==> src/rtl/avmm_burst_mover_if.sv <==
// avmm_burst_mover_if: Avalon-MM burst master/slave signal bundle
interface avmm_burst_mover_if #(
  parameter int ADDR_W = 27,
  parameter int DATA_W = 32,
  parameter int BC_W = 4
);
  logic [ADDR_W-1:0] address;
  logic read;
  logic write;
  logic [DATA_W-1:0] writedata;
  logic [DATA_W/8-1:0] byteenable;
  logic [BC_W-1:0] burstcount;
  logic [DATA_W-1:0] readdata;
  logic readdatavalid;
  logic waitrequest;
  modport master(
    output address, read, write, writedata, byteenable, burstcount,
    input readdata, readdatavalid, waitrequest
  );
  modport slave(
    input address, read, write, writedata, byteenable, burstcount,
    output readdata, readdatavalid, waitrequest
  );
endinterface

==> src/rtl/avmm_burst_mover.sv <==
// avmm_burst_mover: Avalon-MM burst copy/fill engine with boundary-safe splitting and graceful abort
module avmm_burst_mover #(
  parameter int ADDR_W = 27,
  parameter int DATA_W = 32,
  parameter int MAX_BURST = 8,
  parameter int LEN_W = 16,
  parameter int BC_W = 4
) (
  input  logic clk_clk,
  input  logic reset_reset,
  input  logic [ADDR_W-1:0] cfg_src,
  input  logic [ADDR_W-1:0] cfg_dst,
  input  logic [LEN_W-1:0] cfg_len,
  input  logic cfg_mode,
  input  logic [DATA_W-1:0] cfg_fill,
  input  logic start,
  input  logic abort,
  output logic busy,
  output logic done,
  output logic aborted,
  output logic [31:0] finish_count,
  avmm_burst_mover_if.master avm
);
  localparam int AW = $clog2(DATA_W / 8);
  localparam int IW = MAX_BURST > 1 ? $clog2(MAX_BURST) : 1;
  typedef enum logic [2:0] {IDLE, CHUNK, RD_CMD, RD_DATA, WR, FINISH} state_t;
  state_t state, nxt;
  logic [ADDR_W-1:0] src, dst;
  logic [LEN_W-1:0] rem;
  logic [BC_W-1:0] b, cnt, to_d, to_s, to_r, b_lim, b_n;
  logic mode, abort_l, go, ab, last, beat_rd, beat_wr;
  logic [DATA_W-1:0] fill;
  logic [DATA_W-1:0] fifo [2**IW];
  // a start coinciding with the done pulse is dropped
  assign go = start && !done && state == IDLE;
  assign ab = abort_l || (abort && busy);
  assign last = cnt == b - 1'b1;
  assign beat_rd = state == RD_DATA && avm.readdatavalid;
  assign beat_wr = state == WR && !avm.waitrequest;
  // burst size: never cross a MAX_BURST-word aligned boundary on either side
  always_comb begin
    to_d = BC_W'(MAX_BURST) - (BC_W'(dst >> AW) & BC_W'(MAX_BURST - 1));
    to_s = BC_W'(MAX_BURST) - (BC_W'(src >> AW) & BC_W'(MAX_BURST - 1));
    to_r = rem >= LEN_W'(MAX_BURST) ? BC_W'(MAX_BURST) : BC_W'(rem);
    b_lim = to_d < to_r ? to_d : to_r;
    b_n = !mode && to_s < b_lim ? to_s : b_lim;
  end
  always_ff @(posedge clk_clk or posedge reset_reset)
    if (reset_reset) state <= IDLE;
    else state <= nxt;
  always_comb begin
    nxt = state;
    unique case (state)
      IDLE:    nxt = !go ? IDLE : cfg_len == '0 ? FINISH : CHUNK;
      CHUNK:   nxt = ab ? FINISH : mode ? WR : RD_CMD;
      RD_CMD:  nxt = avm.waitrequest ? RD_CMD : RD_DATA;
      RD_DATA: nxt = beat_rd && last ? WR : RD_DATA;
      WR:      nxt = !(beat_wr && last) ? WR : (rem == LEN_W'(b) || ab) ? FINISH : CHUNK;
      FINISH:  nxt = IDLE;
      default: nxt = IDLE;
    endcase
    avm.read = state == RD_CMD;
    avm.write = state == WR;
    avm.address = state == RD_CMD ? src : state == WR ? dst : '0;
    avm.burstcount = (state == RD_CMD || state == WR) ? b : '0;
    avm.writedata = state != WR ? '0 : mode ? fill : fifo[IW'(cnt)];
    avm.byteenable = '1;
  end
  always_ff @(posedge clk_clk or posedge reset_reset)
    if (reset_reset) begin
      src <= '0;
      dst <= '0;
      rem <= '0;
      b <= '0;
      cnt <= '0;
      mode <= 1'b0;
      fill <= '0;
      abort_l <= 1'b0;
      busy <= 1'b0;
      done <= 1'b0;
      aborted <= 1'b0;
      finish_count <= '0;
    end else begin
      done <= state == FINISH;
      if (go) begin
        src <= cfg_src & ~ADDR_W'(2**AW - 1);
        dst <= cfg_dst & ~ADDR_W'(2**AW - 1);
        rem <= cfg_len;
        mode <= cfg_mode;
        fill <= cfg_fill;
        busy <= cfg_len != '0;
        abort_l <= 1'b0;
        aborted <= 1'b0;
      end else if (busy && abort) abort_l <= 1'b1;
      if (state == CHUNK) b <= b_n;
      if (state == CHUNK) cnt <= '0;
      else if (beat_rd || beat_wr) cnt <= last ? '0 : cnt + 1'b1;
      if (beat_wr && last) begin
        src <= src + (ADDR_W'(b) << AW);
        dst <= dst + (ADDR_W'(b) << AW);
        rem <= rem - LEN_W'(b);
      end
      if (state == FINISH) begin
        busy <= 1'b0;
        aborted <= abort_l;
        finish_count <= finish_count + 1'b1;
      end
    end
  always_ff @(posedge clk_clk)
    if (beat_rd) fifo[IW'(cnt)] <= avm.readdata;
endmodule

==> src/flat_wrapper.sv <==
// flat-port wrapper written by rule: the top's interface ports become plain ports
module avmm_burst_mover_flat 
#(
  parameter int ADDR_W = 27,
  parameter int DATA_W = 32,
  parameter int MAX_BURST = 8,
  parameter int LEN_W = 16,
  parameter int BC_W = 4
)
  (clk_clk, reset_reset, cfg_src, cfg_dst, cfg_len, cfg_mode, cfg_fill, start, abort, busy, done, aborted, finish_count, avm_address, avm_read, avm_write, avm_writedata, avm_byteenable, avm_burstcount, avm_readdata, avm_readdatavalid, avm_waitrequest);
  avmm_burst_mover_if #(.ADDR_W(ADDR_W), .DATA_W(DATA_W), .BC_W(BC_W)) avm_i ();
  input  logic clk_clk;
  input  logic reset_reset;
  input  logic [ADDR_W-1:0] cfg_src;
  input  logic [ADDR_W-1:0] cfg_dst;
  input  logic [LEN_W-1:0] cfg_len;
  input  logic cfg_mode;
  input  logic [DATA_W-1:0] cfg_fill;
  input  logic start;
  input  logic abort;
  output logic busy;
  output logic done;
  output logic aborted;
  output logic [31:0] finish_count;
  output wire logic [$bits(avm_i.address)-1:0] avm_address;
  output wire logic [$bits(avm_i.read)-1:0] avm_read;
  output wire logic [$bits(avm_i.write)-1:0] avm_write;
  output wire logic [$bits(avm_i.writedata)-1:0] avm_writedata;
  output wire logic [$bits(avm_i.byteenable)-1:0] avm_byteenable;
  output wire logic [$bits(avm_i.burstcount)-1:0] avm_burstcount;
  input wire logic [$bits(avm_i.readdata)-1:0] avm_readdata;
  input wire logic [$bits(avm_i.readdatavalid)-1:0] avm_readdatavalid;
  input wire logic [$bits(avm_i.waitrequest)-1:0] avm_waitrequest;
  assign avm_address = avm_i.address;
  assign avm_read = avm_i.read;
  assign avm_write = avm_i.write;
  assign avm_writedata = avm_i.writedata;
  assign avm_byteenable = avm_i.byteenable;
  assign avm_burstcount = avm_i.burstcount;
  assign avm_i.readdata = avm_readdata;
  assign avm_i.readdatavalid = avm_readdatavalid;
  assign avm_i.waitrequest = avm_waitrequest;
  avmm_burst_mover #(.ADDR_W(ADDR_W), .DATA_W(DATA_W), .MAX_BURST(MAX_BURST), .LEN_W(LEN_W), .BC_W(BC_W)) u_core (.clk_clk(clk_clk), .reset_reset(reset_reset), .cfg_src(cfg_src), .cfg_dst(cfg_dst), .cfg_len(cfg_len), .cfg_mode(cfg_mode), .cfg_fill(cfg_fill), .start(start), .abort(abort), .busy(busy), .done(done), .aborted(aborted), .finish_count(finish_count), .avm(avm_i));
endmodule
==> config.mk <==
export PLATFORM = sky130hd
export DESIGN_NAME = avmm_burst_mover_flat
export DESIGN_NICKNAME = d
export VERILOG_FILES = /design/src/rtl/avmm_burst_mover_if.sv /design/src/rtl/avmm_burst_mover.sv /design/src/flat_wrapper.sv
export SDC_FILE = /design/constraint.sdc
export NUM_CORES = 1
export LEC_CHECK = 0
export CAP_MARGIN = 10
export CORE_ASPECT_RATIO = 1.1
export CORE_MARGIN = 4
export CORE_UTILIZATION = 28
export CTS_CLUSTER_SIZE = 12
export DETAILED_ROUTE_END_ITERATION = 10
export PLACE_DENSITY = 0.55
export RECOVER_POWER = 100
export SYNTH_ARGS = -nofsm -noshare
export SYNTH_HDL_FRONTEND = slang
export SYNTH_SLANG_ARGS = --single-unit
export TNS_END_PERCENT = 30
==> constraint.sdc <==
create_clock -name clk_clk -period 5.1 [get_ports clk_clk]
set_clock_uncertainty 0.15 [all_clocks]
set_input_delay 1.02 -clock clk_clk [delete_from_list [all_inputs] [get_ports clk_clk]]
set_output_delay 1.02 -clock clk_clk [all_outputs]
set_load 0.02 [all_outputs]
# Word-level counts from Yosys, hierarchy flattened
# Memories as Yosys holds them, arrays and structs flattened.
# Index checks and enable logic that the tools add are counted.
dict set report op_classes {
  mux 34
  n_eq_ne 8
  order_cmp 3
  add_sub_neg 8
  n_reduce_logical 22
}
# op n
set ops {}
lappend ops {{27-bit two-way mux} 6}
lappend ops {{32-bit two-way mux} 2}
lappend ops {{27-bit by 6-bit adder with 27-bit output} 2}
lappend ops {{32-bit by 1-bit adder with 32-bit output (second input constant)} 1}
lappend ops {{16-bit two-way mux} 2}
lappend ops {{4-bit two-way mux} 7}
lappend ops {{3-bit two-way mux} 7}
lappend ops {{16-bit by 4-bit equality test with 1-bit output} 1}
lappend ops {{16-bit by 4-bit >= comparator with 1-bit output (second input constant)} 1}
lappend ops {{16-bit zero test} 1}
lappend ops {{16-bit nonzero test} 1}
lappend ops {{16-bit by 4-bit subtractor with 16-bit output} 1}
lappend ops {{3-bit one-hot mux with 5 select lines} 1}
lappend ops {{1-bit two-way mux} 9}
lappend ops {{1-bit logical AND} 8}
lappend ops {{4-bit less-than comparator} 2}
lappend ops {{2-bit nonzero test} 4}
lappend ops {{4-bit by 3-bit subtractor with 4-bit output (first input constant)} 2}
lappend ops {{3-bit by 2-bit equality test with 1-bit output (second input constant)} 2}
lappend ops {{3-bit equality test (second input constant)} 2}
lappend ops {{4-bit by 1-bit adder with 4-bit output (second input constant)} 1}
lappend ops {{4-bit equality test} 1}
lappend ops {{1-bit logical OR} 4}
lappend ops {{4-bit by 1-bit subtractor with 4-bit output (second input constant)} 1}
lappend ops {{other kinds (4)} 6}
dict set report totals {
  output_inout_bits 104
  regBits 150
  mem_bits_rw 256
  n_memories 1
  in_bits 141
}
# name depth word_bits read_ports rd_clocked_by_memory_dff write_ports line_no
set mem_list {}
lappend mem_list {u_core.fifo 8 32 1 0 1 avmm_burst_mover.sv:33} ;# logic [DATA_W-1:0] fifo [2**IW];

# Depth between registers and ports, before layout
dict set report depth {
  depth_word 7
  mapped_depth 15
  depth_no_buf 15
}

# Worst setup path after synthesis
# OpenSTA, ideal clock, no wires.
dict set report synth_path {
  path_type {reg-to-reg}
  startpoint {register u_core.rem[5]}
  endpoint {register u_core.b[3]}
  stages_incl_launch_ff 16
  setup_ns 0.159
  slack_ns 0.794
  synth_period_minus_slack_ns 4.306
  t_arrival_ns 3.997
  path_cell_list {dfrtp_1 > or4_4 > or4_4 > clkinv_4 > nand2_2 > ha_1 > or4b_2 > nor3b_1 > a22oi_1 > o31a_1 > ha_1 > o211ai_1 > a22o_1 > o21bai_1 > mux2i_1 > a21oi_1}
}
dict set report synth_between {
  elab_chain_cells 7
}
# item line_no
set synth_lines {}
lappend synth_lines {{from (decl)} avmm_burst_mover.sv:29} ;# logic [LEN_W-1:0] rem;
lappend synth_lines {{from (signal assigned)} avmm_burst_mover.sv:88} ;# rem <= cfg_len;
lappend synth_lines {{from (signal assigned)} avmm_burst_mover.sv:101} ;# rem <= rem - LEN_W'(b);
lappend synth_lines {{16-bit by 4-bit >= comparator with 1-bit output (*)} avmm_burst_mover.sv:44} ;# to_r = rem >= LEN_W'(MAX_BURST) ? BC_W'(MAX_BURST) : BC_W'(rem);
lappend synth_lines {{4-bit two-way mux (*)} avmm_burst_mover.sv:44}
lappend synth_lines {{4-bit less-than comparator} avmm_burst_mover.sv:45} ;# b_lim = to_d < to_r ? to_d : to_r;
lappend synth_lines {{4-bit two-way mux (*)} avmm_burst_mover.sv:45}
lappend synth_lines {{4-bit less-than comparator} avmm_burst_mover.sv:46} ;# b_n = !mode && to_s < b_lim ? to_s : b_lim;
lappend synth_lines {{1-bit logical AND} avmm_burst_mover.sv:46}
lappend synth_lines {{4-bit two-way mux (*)} avmm_burst_mover.sv:46}
lappend synth_lines {{to (signal assigned)} avmm_burst_mover.sv:95} ;# if (state == CHUNK) b <= b_n;
lappend synth_lines {{to (decl)} avmm_burst_mover.sv:30} ;# logic [BC_W-1:0] b, cnt, to_d, to_s, to_r, b_lim, b_n;
# Mark *: on every way between the ends. The rest lies on a longest branch, timed or not.
# A chain may end at the register's enable or synchronous reset.

# Final worst setup path
# Same ends and word-level chain as after synthesis.

==> reports/results.md <==
| Item | Value | Unit |
| --- | --- | --- |
| Starting DRT DRC Count | 859 | - |
| Worst-Margin Slew | 2.608 | ns |
| Cell at the root of the clock tree | sky130_fd_sc_hd__clkbuf_16 | - |
| Clock insertion delay at the later pin of the skew report | 0.59 | ns |
| Cells along the critical path | or4_1 -> or4_4 -> clkinv_4 -> nand2_1 -> ha_1 -> or4b_2 -> nor3b_1 -> a22oi_1 -> o31a_1 -> ha_1 -> o211ai_1 -> a22o_1 -> o21bai_1 -> mux2i_1 -> a21oi_1 | - |
| Min cycle time layout | 4.827 | ns |
| Critical path required time | 5.36 | ns |
| Maximum resistive drop on vdd | 0.2873 | mV |
| Post-Syn Area | 0.01834 | mm2 |
| Number of setup buffers added after CTS | 0 | - |
| Area inside the core boundary | 0.06499 | mm2 |
| Count of final max-slew check failures | 344 | - |
| Path class of the lowest-slack min-delay path | flip-flop to flip-flop | - |
| EDFF count, synth | 256 | - |
| Count of warnings emitted by yosys | 0 | - |
| Signal arrival time at the worst endpoint | 5.09 | ns |
| Flops & latches, synth | 402 | - |
| Run status | complete, but fails checks | - |
| Via count of the first global-routing pass | 13240 | - |
| Aggregate negative setup slack | 0 | ns |
| Post-layout power | 11.96 | mW |
| Clock slew seen by the registers of the worst setup and hold paths | 0.06 | ns |
| Final setup violation count | 0 | - |
| Core Rows | 98 | - |
| Via density | 5.059 | - |
| Weighted congestion reported at the end of routability-driven placement | 0.8499 | - |
| Power per Cell Area | 515.9 | mW/mm2 |
| Top cell by count, worst path | sky130_fd_sc_hd__ha_1 | - |
| Clock Sinks | 402 | - |
| Violated checks | max-capacitance violations, max-slew violations | - |
| Maximum fanout along the worst path | 8 | - |
| Fraction of registers with async set or reset after synthesis | 36.32 | % |
| IO Pins | 245 | - |
| Biggest cell delay along the critical path | 0.68 | ns |
| Max Root-Sink Buffers | 3 | - |
| Worst-case headroom to the max-slew limit | -73.90 | % |
| Clock tree from TritonCTS | done | - |
| Count of nets left with antenna violations after detail routing | 0 | - |
| Syn Inst Count | 1454 | - |
| Layout overhead on the synthesized area | 26.37 | % |
| Final critical-path share of the clock period | 94.65 | % |
| Cts-stage hold buffer count | 0 | - |
| Combined global-route utilization of all metal layers | 15.27 | % |
| Detailed-route wire length per cell | 21.14 | um |
| Final Hold Vio Count | 0 | - |
| Capturing element type of the critical path | flip-flop | - |
| Max-capacitance violation count | 11 | - |
| Sequential-to-total area share from yosys stat | 61.84 | % |
| Die width | 252.0 | um |
| Count of different cell masters after synthesis | 77 | - |
| Routed Wire Length | 54.56 | mm |
| Buffers added on ports | 234 | - |
| Unrepaired setup endpoints after global routing | false | - |
| Share of the core filled with cells | 35.66 | % |
| DRC violation count after routing | 0 | - |
| Level count of the clock H-tree | 2 | - |
| Primary FF master, synth | sky130_fd_sc_hd__edfxtp_1 | - |
| Cell area after layout | 0.02317 | mm2 |
| Starting utilization of the core area | 28.22 | % |
| Post-detail-place hpwl | 36.17 | mm |
| Die Outline Area | 0.06966 | mm2 |
| Fraction of layout cells with a size suffix above 1 | 9.733 | % |
| Number of cells upsized or downsized after cts | 1 | - |
| Placed instance area | 0.02173 | mm2 |
| Startpoint class of the critical path | flip-flop | - |
| Number of nets at the end of the flow | 1856 | - |
| Mean post-synth cell area | 12.61 | um2 |
| Count of vias placed by the detailed router | 13060 | - |
| Wire length of the first global-routing pass | 82.49 | mm |
| Iteration count of the initial detailed-routing pass | 5 | - |
| Number of antenna violations at the first check in global routing | 12 | - |
| Startpoint-to-endpoint class of the critical path | flip-flop to flip-flop | - |
| Global route total overflow | 0 | - |
| Fmax | 207.2 | MHz |
| Cell with the largest stage delay on the worst path | sky130_fd_sc_hd__or4b_2 | - |
| Height of the chip | 276.4 | um |
| Maximum number of pins on one net before global-route repair | 82 | - |
| Leakage power of the design | 8.420 | nW |
| Num CTS Buffers | 46 | - |
report_power, final:
part           internal (mW)  leakage, nW  switching, mW  total, mW
Combinational           1.69         3.55           2.40       4.08
Sequential              3.94         4.13          0.596       4.54
Clock                   1.96        0.736           1.38       3.33
Total                   7.59         8.42           4.37       12.0
Yosys cell counts, drive strengths merged, types with 6 or more instances:
library cell  count  area, um2
mux4             46       1036
mux2i            43      430.4
xnor2            30      262.8
o221ai            6      52.55
a311oi           12      105.1
nand3            46      242.7
nor3b             7      57.55
or2               8      50.05
a22o             25      219.0
nor2            128      490.5
dfrtp           146       3654
a22oi            11      82.58
and2              8      50.05
or4               8      71.32
ha               24      300.3
o211ai           20      150.1
o21ai            56      280.3
a31oi            12      75.07
nor4             11      68.82
a211oi            8      65.06
a221o            11      110.1
mux2              7      78.83
and4              6      52.55
o311ai           16      140.1
buf              43      202.7
nor2b            14      87.58
inv              22      82.58
and3             18      112.6
a21oi            52      264.0
xor2             10      87.58
clkbuf           40      150.1
nand2b            7      43.79
nor3             31      160.1
edfxtp          256       7687
a21o              6      45.04
nand2           187      704.4
nand4            21      131.4
o22ai            10      62.56
per-layer routing:
layer	vias to the layer above	part of all wire [%]	track usage [%]
li1	5972	-	-
met1	6556	43	20.56
met2	448	47	24.95
met3	74	7.4	3.904
met4	6	1.9	3.410
met5	-	0.059	0
kinds of logic (layout without fill, tap and decap cells):
logic type | Yosys count | count (layout) | share of synthesized area [%]
flops | 402 | 402 | 61.84
xor+xnor | 41 | 41 | 2.033
other cells | 2 | 11 | 0.04095
compound gates | 266 | 266 | 9.988
mux | 96 | 96 | 8.426
simple gates | 513 | 513 | 13.26
fa+ha+maj | 27 | 27 | 1.965
buf+inv | 107 | 375 | 2.443
worst paths after layout:
kind	from	cells after the start	end	slack [ns]
setup reg to reg	u_core.rem[5]	15	u_core.b[3]	0.27
min in group asynchronous	reset_reset	2	u_core.rem[6]	0.96
hold / removal	u_core.fill[12]	2	u_core.fill[12]	0.32
max in group asynchronous	reset_reset	3	u_core.fill[2]	1.70
hold reg to reg	u_core.fill[12]	2	u_core.fill[12]	0.32
setup / recovery	u_core.rem[5]	15	u_core.b[3]	0.27
cells in the final DEF, fill, tap and decap left out, types with 10 or more instances in the layout:
| cell | n |
|---|---|
| sky130_fd_sc_hd__xnor2_1 | 30 |
| sky130_fd_sc_hd__nor2b_1 | 14 |
| sky130_fd_sc_hd__nor4_1 | 11 |
| sky130_fd_sc_hd__nor2_1 | 123 |
| sky130_fd_sc_hd__dfrtp_1 | 142 |
| sky130_fd_sc_hd__ha_1 | 24 |
| sky130_fd_sc_hd__clkbuf_16 | 46 |
| sky130_fd_sc_hd__mux2i_1 | 43 |
| sky130_fd_sc_hd__a22o_1 | 25 |
| sky130_fd_sc_hd__a22oi_1 | 11 |
| sky130_fd_sc_hd__a311oi_1 | 12 |
| sky130_fd_sc_hd__clkbuf_1 | 30 |
| sky130_fd_sc_hd__o211ai_1 | 20 |
| sky130_fd_sc_hd__nand4_1 | 21 |
| sky130_fd_sc_hd__clkdlybuf4s50_1 | 111 |
| sky130_fd_sc_hd__a31oi_1 | 12 |
| sky130_fd_sc_hd__a21oi_1 | 51 |
| sky130_fd_sc_hd__buf_4 | 10 |
| sky130_fd_sc_hd__o311ai_0 | 16 |
| sky130_fd_sc_hd__edfxtp_1 | 256 |
| sky130_fd_sc_hd__nor3_1 | 29 |
| sky130_fd_sc_hd__o21ai_0 | 54 |
| sky130_fd_sc_hd__xor2_1 | 10 |
| sky130_fd_sc_hd__a221o_1 | 11 |
| sky130_fd_sc_hd__nand2_1 | 187 |
| sky130_fd_sc_hd__dlygate4sd3_1 | 123 |
| sky130_fd_sc_hd__inv_1 | 21 |
| sky130_fd_sc_hd__nand3_1 | 46 |
| sky130_fd_sc_hd__mux4_2 | 46 |
| sky130_fd_sc_hd__and3_1 | 18 |
| sky130_fd_sc_hd__o22ai_1 | 10 |
critical path, delay by kind of cell, from the launching register on:
family	cells	cell delay [ns]
flops	1	0.44
mux	1	0.24
fa+ha+maj	2	0.51
compound gates	6	0.97
simple gates	5	2.24
buf+inv	1	0.09
registers in the layout, indices dropped and copies added (netlist names), 3 cells and up:
name	count
u_core.src	25
u_core.finish_count	32
u_core.cnt	4
u_core.fill	32
u_core.b	4
u_core.state	3
u_core.fifo	256
u_core.dst	25
u_core.rem	16
per-stage QoR:
| stage | cells | setup WS [ns] | hold WS [ns] |
|---|---|---|---|
| global route | 2576 | 0.04165 | 0.3425 |
| global placement | 2490 | 0.5150 | 0.3081 |
| floorplan | 1458 | 0.007017 | 0.2904 |
| CTS | 2576 | 0.2794 | 0.3285 |
| finish | 2581 | 0.2729 | 0.3238 |
| detailed placement | 2490 | 0.4052 | 0.3131 |
area by class of cell:
type / count / area (um2)
fillers: 6370 / 41810
flip-flops and latches: 402 / 11350
multi-input cells: 949 / 6579
repair buffers: 265 / 2521
clock buffers: 65 / 1262
well taps: 850 / 1064
clock inverters: 21 / 284.0
inverters: 24 / 101.3
diodes: 5 / 12.51
(Power assumes the default switching activity.)
